`src/rtl/piso_unloader.sv`:
```
// piso_unloader: parallel-in serial-out unloader with valid/ready load and per-bit hold.
// Optional macro PISO_UNLOADER_PARITY_EN appends an even-parity bit after the data bits.
module piso_unloader #(
    parameter int N         = 8,
    parameter int DIV       = 1,
    parameter bit MSB_FIRST = 1'b1
) (
    input  logic         clk,
    input  logic         reset,
    input  logic         en,
    input  logic         in_valid,
    output logic         in_ready,
    input  logic [N-1:0] in,
    output logic         ser_out,
    output logic         ser_valid,
    output logic         frame_start,
    output logic         done,
    output logic         busy
);

    localparam int BW = $clog2(N + 2);
    localparam int DW = (DIV > 1) ? $clog2(DIV) : 1;
`ifdef PISO_UNLOADER_PARITY_EN
    localparam int NBITS = N + 1;
`else
    localparam int NBITS = N;
`endif
    localparam logic [BW-1:0] LAST_BIT = BW'(NBITS - 1);
    localparam logic [DW-1:0] DIV_LAST = DW'(DIV - 1);

    localparam logic [1:0] S_IDLE  = 2'd0;
    localparam logic [1:0] S_SHIFT = 2'd1;
    localparam logic [1:0] S_DONE  = 2'd2;

    logic [1:0]    state_q, state_d;
    logic [N-1:0]  shreg_q, shreg_d;
    logic [BW-1:0] bit_cnt_q, bit_cnt_d;
    logic [DW-1:0] div_cnt_q, div_cnt_d;
    logic          ser_out_q, ser_out_d;
    logic          ser_valid_q, ser_valid_d;
    logic          frame_start_q, frame_start_d;
    logic          done_q, done_d;
`ifdef PISO_UNLOADER_PARITY_EN
    localparam logic [BW-1:0] LAST_DATA = BW'(N - 1);
    logic          parity_q, parity_d;
`endif

    logic          accept;
    logic          tick;
    logic          next_bit;
    logic [N-1:0]  shreg_shift;

    assign in_ready    = (state_q == S_IDLE) && reset;
    assign accept      = in_valid && in_ready;
    assign tick        = en && (div_cnt_q == DIV_LAST);
    assign busy        = (state_q != S_IDLE);
    assign ser_out     = ser_out_q;
    assign ser_valid   = ser_valid_q;
    assign frame_start = frame_start_q;
    assign done        = done_q;

    // The register shifts toward the output end, so the next bit sits next to it.
    assign shreg_shift = MSB_FIRST ? {shreg_q[N-2:0], 1'b0}
                                   : {1'b0, shreg_q[N-1:1]};

    always_comb begin
        next_bit = MSB_FIRST ? shreg_q[N-2] : shreg_q[1];
`ifdef PISO_UNLOADER_PARITY_EN
        if (bit_cnt_q == LAST_DATA) begin
            next_bit = parity_q;
        end
`endif
    end

    always_comb begin
        state_d       = state_q;
        shreg_d       = shreg_q;
        bit_cnt_d     = bit_cnt_q;
        div_cnt_d     = div_cnt_q;
        ser_out_d     = ser_out_q;
        ser_valid_d   = ser_valid_q;
        frame_start_d = frame_start_q;
        done_d        = done_q;
`ifdef PISO_UNLOADER_PARITY_EN
        parity_d      = parity_q;
`endif
        unique case (state_q)
            S_IDLE: begin
                done_d = 1'b0;
                if (accept) begin
                    state_d       = S_SHIFT;
                    shreg_d       = in;
                    bit_cnt_d     = '0;
                    div_cnt_d     = '0;
                    ser_out_d     = MSB_FIRST ? in[N-1] : in[0];
                    ser_valid_d   = 1'b1;
                    frame_start_d = 1'b1;
`ifdef PISO_UNLOADER_PARITY_EN
                    parity_d      = ^in;
`endif
                end
            end
            S_SHIFT: begin
                if (en) begin
                    frame_start_d = 1'b0;
                end
                if (tick) begin
                    div_cnt_d = '0;
                    if (bit_cnt_q == LAST_BIT) begin
                        state_d     = S_DONE;
                        shreg_d     = '0;
                        ser_out_d   = 1'b0;
                        ser_valid_d = 1'b0;
                        done_d      = 1'b1;
                    end else begin
                        bit_cnt_d = bit_cnt_q + 1'b1;
                        shreg_d   = shreg_shift;
                        ser_out_d = next_bit;
                    end
                end else if (en) begin
                    div_cnt_d = div_cnt_q + 1'b1;
                end
            end
            S_DONE: begin
                state_d = S_IDLE;
                done_d  = 1'b0;
            end
            default: begin
                state_d       = S_IDLE;
                ser_out_d     = 1'b0;
                ser_valid_d   = 1'b0;
                frame_start_d = 1'b0;
                done_d        = 1'b0;
            end
        endcase
    end

    always_ff @(posedge clk or negedge reset) begin
        if (!reset) begin
            state_q       <= S_IDLE;
            shreg_q       <= '0;
            bit_cnt_q     <= '0;
            div_cnt_q     <= '0;
            ser_out_q     <= 1'b0;
            ser_valid_q   <= 1'b0;
            frame_start_q <= 1'b0;
            done_q        <= 1'b0;
        end else begin
            state_q       <= state_d;
            shreg_q       <= shreg_d;
            bit_cnt_q     <= bit_cnt_d;
            div_cnt_q     <= div_cnt_d;
            ser_out_q     <= ser_out_d;
            ser_valid_q   <= ser_valid_d;
            frame_start_q <= frame_start_d;
            done_q        <= done_d;
        end
    end

`ifdef PISO_UNLOADER_PARITY_EN
    always_ff @(posedge clk or negedge reset) begin
        if (!reset) begin
            parity_q <= 1'b0;
        end else begin
            parity_q <= parity_d;
        end
    end
`endif

endmodule

```
`config.mk`:
```
export PLATFORM = sky130hd
export DESIGN_NAME = piso_unloader
export DESIGN_NICKNAME = d
export VERILOG_FILES = /design/src/rtl/piso_unloader.sv
export SDC_FILE = /design/constraint.sdc
export NUM_CORES = 1
export LEC_CHECK = 0
export ABC_AREA = 0
export CORE_MARGIN = 2
export CORE_UTILIZATION = 40
export DETAILED_ROUTE_END_ITERATION = 8
export PLACE_DENSITY = 0.73
export SYNTH_ARGS = -nofsm -noshare
export SYNTH_HDL_FRONTEND = slang
export SYNTH_SLANG_ARGS = --single-unit
```
`constraint.sdc`:
```
create_clock -name clk -period 2.6 [get_ports clk]
set_clock_uncertainty 0.05 [all_clocks]
set_input_delay 0.78 -clock clk [delete_from_list [all_inputs] [get_ports clk]]
set_output_delay 0.78 -clock clk [all_outputs]
set_load 0.005 [all_outputs]
```
* After elaboration in Yosys (flattened, before gate mapping) *
Index checks and enable logic that the tools add are counted.
Widths: inputs -> output; s select.

operators by class
  bitwise operators = 2
  add/subtract/negate cells = 2
  reduce and logical (&&, ||, !) cells = 14
  muxes and demuxes = 29
  equality and inequality tests = 9

operator list
  kind                 count
  $mux 7               3
  $reduce_and 3->1     5
  $pmux 7 s2           1
  $mux 1               13
  $mux 4               3
  $ne 2x2->1 const B   5
  $pmux 1 s3           3
  $pmux 4 s2           1
  $reduce_and 4->1     2
  $mux 2               3
  $add 4x1->4 const B  1
  $eq 4x3->1 const B   1
  $pmux 2 s2           1
  $reduce_bool 2->1    2
  $logic_and 1x1->1    3
  $ne 3x3->1 const B   1
  $eq 2x1->1 const B   1
  $eq 2x2->1 const B   1
  $logic_not 2->1      1
  $not 1->1            2
  $pmux 1 s2           1
  $reduce_and 2->1     1
  $add 1x1->1 const B  1

storage, ports and cells
  input port bits = 12
  word-level logic and storage cells = 64
  register bits = 18

* Longest topological paths before layout *
  word-level depth = 5
  gate-level depth with buffers = 5
  mapped depth without buffers = 4

* Least setup slack after synthesis *
No wires, ideal clock.

  path kind = input-to-output
  from = input reset
  to = output in_ready
  stages on the path = 1
  path buffers = 0
  arrival time = 1.015 ns
  data required time = 1.770 ns
  slack = 0.755 ns
  cells stage by stage = nor3b_1

between the ends
  word-level cells in the longest chain between the ends = 1

RTL lines
  what               RTL line  text
  start, declared    9         input logic reset,
  $logic_and 1x1->1  53        assign in_ready = (state_q == S_IDLE) && reset;
  end, declared      12        output logic in_ready,

No other way between the ends.

* Worst setup path in the final report *
Ends and elaborated chain as after synthesis.

==> flow_summary.json <==
{
  "outcome": "finished clean",
  "routed_via_density": 5.345,
  "slew_headroom": 0.7134,
  "dpl.cell_count": 141,
  "worst_slew_pin_slew_ns": 0.4299,
  "min_path_type": "reg2reg",
  "worst-endpoint-arrival_ns": 1.69,
  "synth_ff_type": "dfrtp_1",
  "crit_chain": "clkdlybuf4s50_1, nor3b_2, dlygate4sd2_1",
  "portBuffers": 17,
  "ctsResizeCount": 2,
  "overflow": 0,
  "leakage_uw": 0.0005429,
  "critPathBufInv": 2,
  "ys_warn_count": 0,
  "power.density_nw_per_um2": 1005,
  "finalCriticalPeriod_ns": 2.520,
  "grt_use_total": 0.1687,
  "ys_seq_elements": 18,
  "nFillCells": 241,
  "synthToLayoutAreaGrowth_pct": 23.04,
  "synth_nets": 109,
  "postCtsSetupBuffers": 0,
  "setup_violations": 0,
  "synth_edf_count": 0,
  "fp.coreArea_um2": 2410,
  "cp-start-kind": "primary input",
  "fin_ws_ns": 0.07969,
  "cp_slowest_cell": "clkdlybuf4s50_1",
  "rsz0062_at_grt": "no",
  "clock_sinks": 18,
  "synth_most_common_cell": "dfrtp_1",
  "cts_hold_buf": 0,
  "cts.clk_slew.worst_paths_ns": 0.10,
  "antenna_found_initial": 0,
  "post_drt_wl_per_cell_um": 13.42,
  "synth_largest_area_cell": "dfrtp_1",
  "power_frac_clock": 0.140,
  "via_count": 775,
  "critPathKind": "in2out",
  "cp.required_ns": 1.77,
  "holdWs_ns": 0.4591,
  "hold_viol": 0,
  "cts_tree": "done",
  "grt_pass1_vias": 808,
  "seq_area_frac_synth": 0.4557,
  "clockBufferDepth": 2,
  "r2r_setup_slack_ns": 0.92,
  "root_buffer": "clkbuf_4",
  "wirelength_um": 1946,
  "crit_fanout": 2,
  "p_seq_frac": 0.399,
  "io_pins": 18,
  "intPower_uw": 782.8,
  "p_total_uw": 1223,
  "drc": 0,
  "syn_inst": 96,
  "netlist_area_um2": 988.4,
  "cts_buffers": 3,
  "start_util": 0.4102,
  "vdd_drop_max_mv": 0.5541,
  "grt_max_degree": 23,
  "ys_top_cells_by_count": "18 x dfrtp_1, 9 x nand2_1, 7 x nand3_1, 7 x nor3_1, 6 x a31oi_1",
  "crit_family": "buffers and inverters",
  "dieArea_um2": 2885,
  "fmax_mhz": 396.8,
  "fin_cells": 145,
  "combinationalPowerShare": 0.461,
  "yosysUniqueCellTypes": 36,
  "drt_iter0_markers": 7,
  "fin_nets": 129,
  "setup_tns_ns": 0,
  "gp_congestion": 0.7784,
  "yosysTopAreaCellShare": 0.4557,
  "max_stage_delay_ns": 0.48,
  "syn_area_per_cell_um2": 10.30,
  "p_sw_uw": 440.0,
  "min_period_over_period": 0.9694,
  "p_sw_frac": 0.3598,
  "slew_violations": 0,
  "drive_gt1_frac": 0.1565,
  "chipHeight_um": 53.71,
  "synthArstFlopShare": 1.000,
  "insertion_delay_ns": 0.29,
  "grt_pass1_wl_um": 3484,
  "htree_levels": 1,
  "post-dp-hpwl_um": 1405,
  "ant_nets": 0,
  "pre_cts_slack_ns": -0.2892,
  "antenna-diode-count": 0,
  "die_w_um": 53.71,
  "critPathCaptureType": "primary output",
  "first_pass_iters": 4,
  "rows": 18,
  "synth_area_leaders": "dfrtp_1 46%, a31oi_1 3.8%, nand3_1 3.5%",
  "cap_viol_max_count": 0
}
state kept, by name, indices dropped and copies added (netlist names):
register / count
shreg_q: 7
done: 1
ser_out: 1
ser_valid: 1
frame_start: 1
bit_cnt_q: 4
state_q: 2
div_cnt_q: 1
placed cells by master (no fill, tap or decap), types with 2 or more instances in the layout:
| cell type | instances |
|---|---|
| nand2_1 | 9 |
| o22ai_1 | 2 |
| a21oi_1 | 2 |
| buf_4 | 5 |
| clkdlybuf4s50_1 | 16 |
| nor3_1 | 7 |
| o21ai_0 | 2 |
| dfrtp_1 | 18 |
| nand3_1 | 7 |
| and3b_1 | 2 |
| o21a_1 | 2 |
| and3_1 | 2 |
| clkbuf_4 | 3 |
| and2_1 | 3 |
| inv_1 | 4 |
| a31oi_1 | 6 |
| nor2_1 | 4 |
per-stage QoR:
| step | util | area [µm²] |
|---|---|---|
| 2_1_floorplan | - | 988.4 |
| 3_3_place_gp | 0.4881 | 1176 |
| 3_5_place_dp | 0.4881 | 1176 |
| 4_1_cts | 0.5047 | 1216 |
| 5_1_grt | 0.5047 | 1216 |
| 6_report | 0.5047 | 1216 |
cells by family after synthesis:
| family | count (synthesis) | synth area share |
|---|---|---|
| adder cells (fa/ha/maj) | 1 | 0.01266 |
| AND/OR/NAND/NOR | 43 | 0.2772 |
| flip-flops | 18 | 0.4557 |
| AO/OA/AOI/OAI | 22 | 0.1658 |
| buffers and inverters | 11 | 0.07341 |
| multiplexers | 1 | 0.01519 |
worst paths after layout:
check	from	endpoint	depth (start not counted)
worst max-delay path	reset	in_ready	3
worst min-delay path	done$_DFFE_PN0P_	done$_DFFE_PN0P_	1
worst max register to register	state_q[1]$_DFFE_PN0P_	bit_cnt_q[3]$_DFFE_PN0P_	3
worst min register to register	done$_DFFE_PN0P_	done$_DFFE_PN0P_	1
max in group asynchronous	reset	shreg_q[5]$_DFFE_PN0P_	2
min in group asynchronous	reset	bit_cnt_q[0]$_DFFE_PN0P_	2
power by group through the flow:
stage / Clock (µW) / Combinational [µW] / Sequential (µW)
2_1_floorplan: 0 / 430 / 475
6_report: 171 / 564 / 487
3_3_place_gp: 0 / 552 / 485
5_1_grt: 190 / 638 / 510
4_1_cts: 180 / 572 / 489
3_5_place_dp: 0 / 572 / 493
routing by layer:
| layer | track usage | wire length [µm] |
|---|---|---|
| met2 | 0.2805 | 932 |
| met3 | 0.03611 | 81 |
| met1 | 0.2099 | 909 |
| met4 | 0.07265 | 22 |
| met5 | 0 | 0 |
layout make-up:
cell class / count / area [µm²] / share of cell area
Timing Repair Buffer: 22 / 206.4 / 0.1698
Clock buffer: 4 / 36.28 / 0.02984
Sequential cell: 18 / 450.4 / 0.3704
Multi-Input combinational cell: 67 / 470.5 / 0.3868
Tap cell: 30 / 37.54 / 0.03086
Inverter: 4 / 15.01 / 0.01235
No activity file was read; power rests on OpenSTA's default activity.
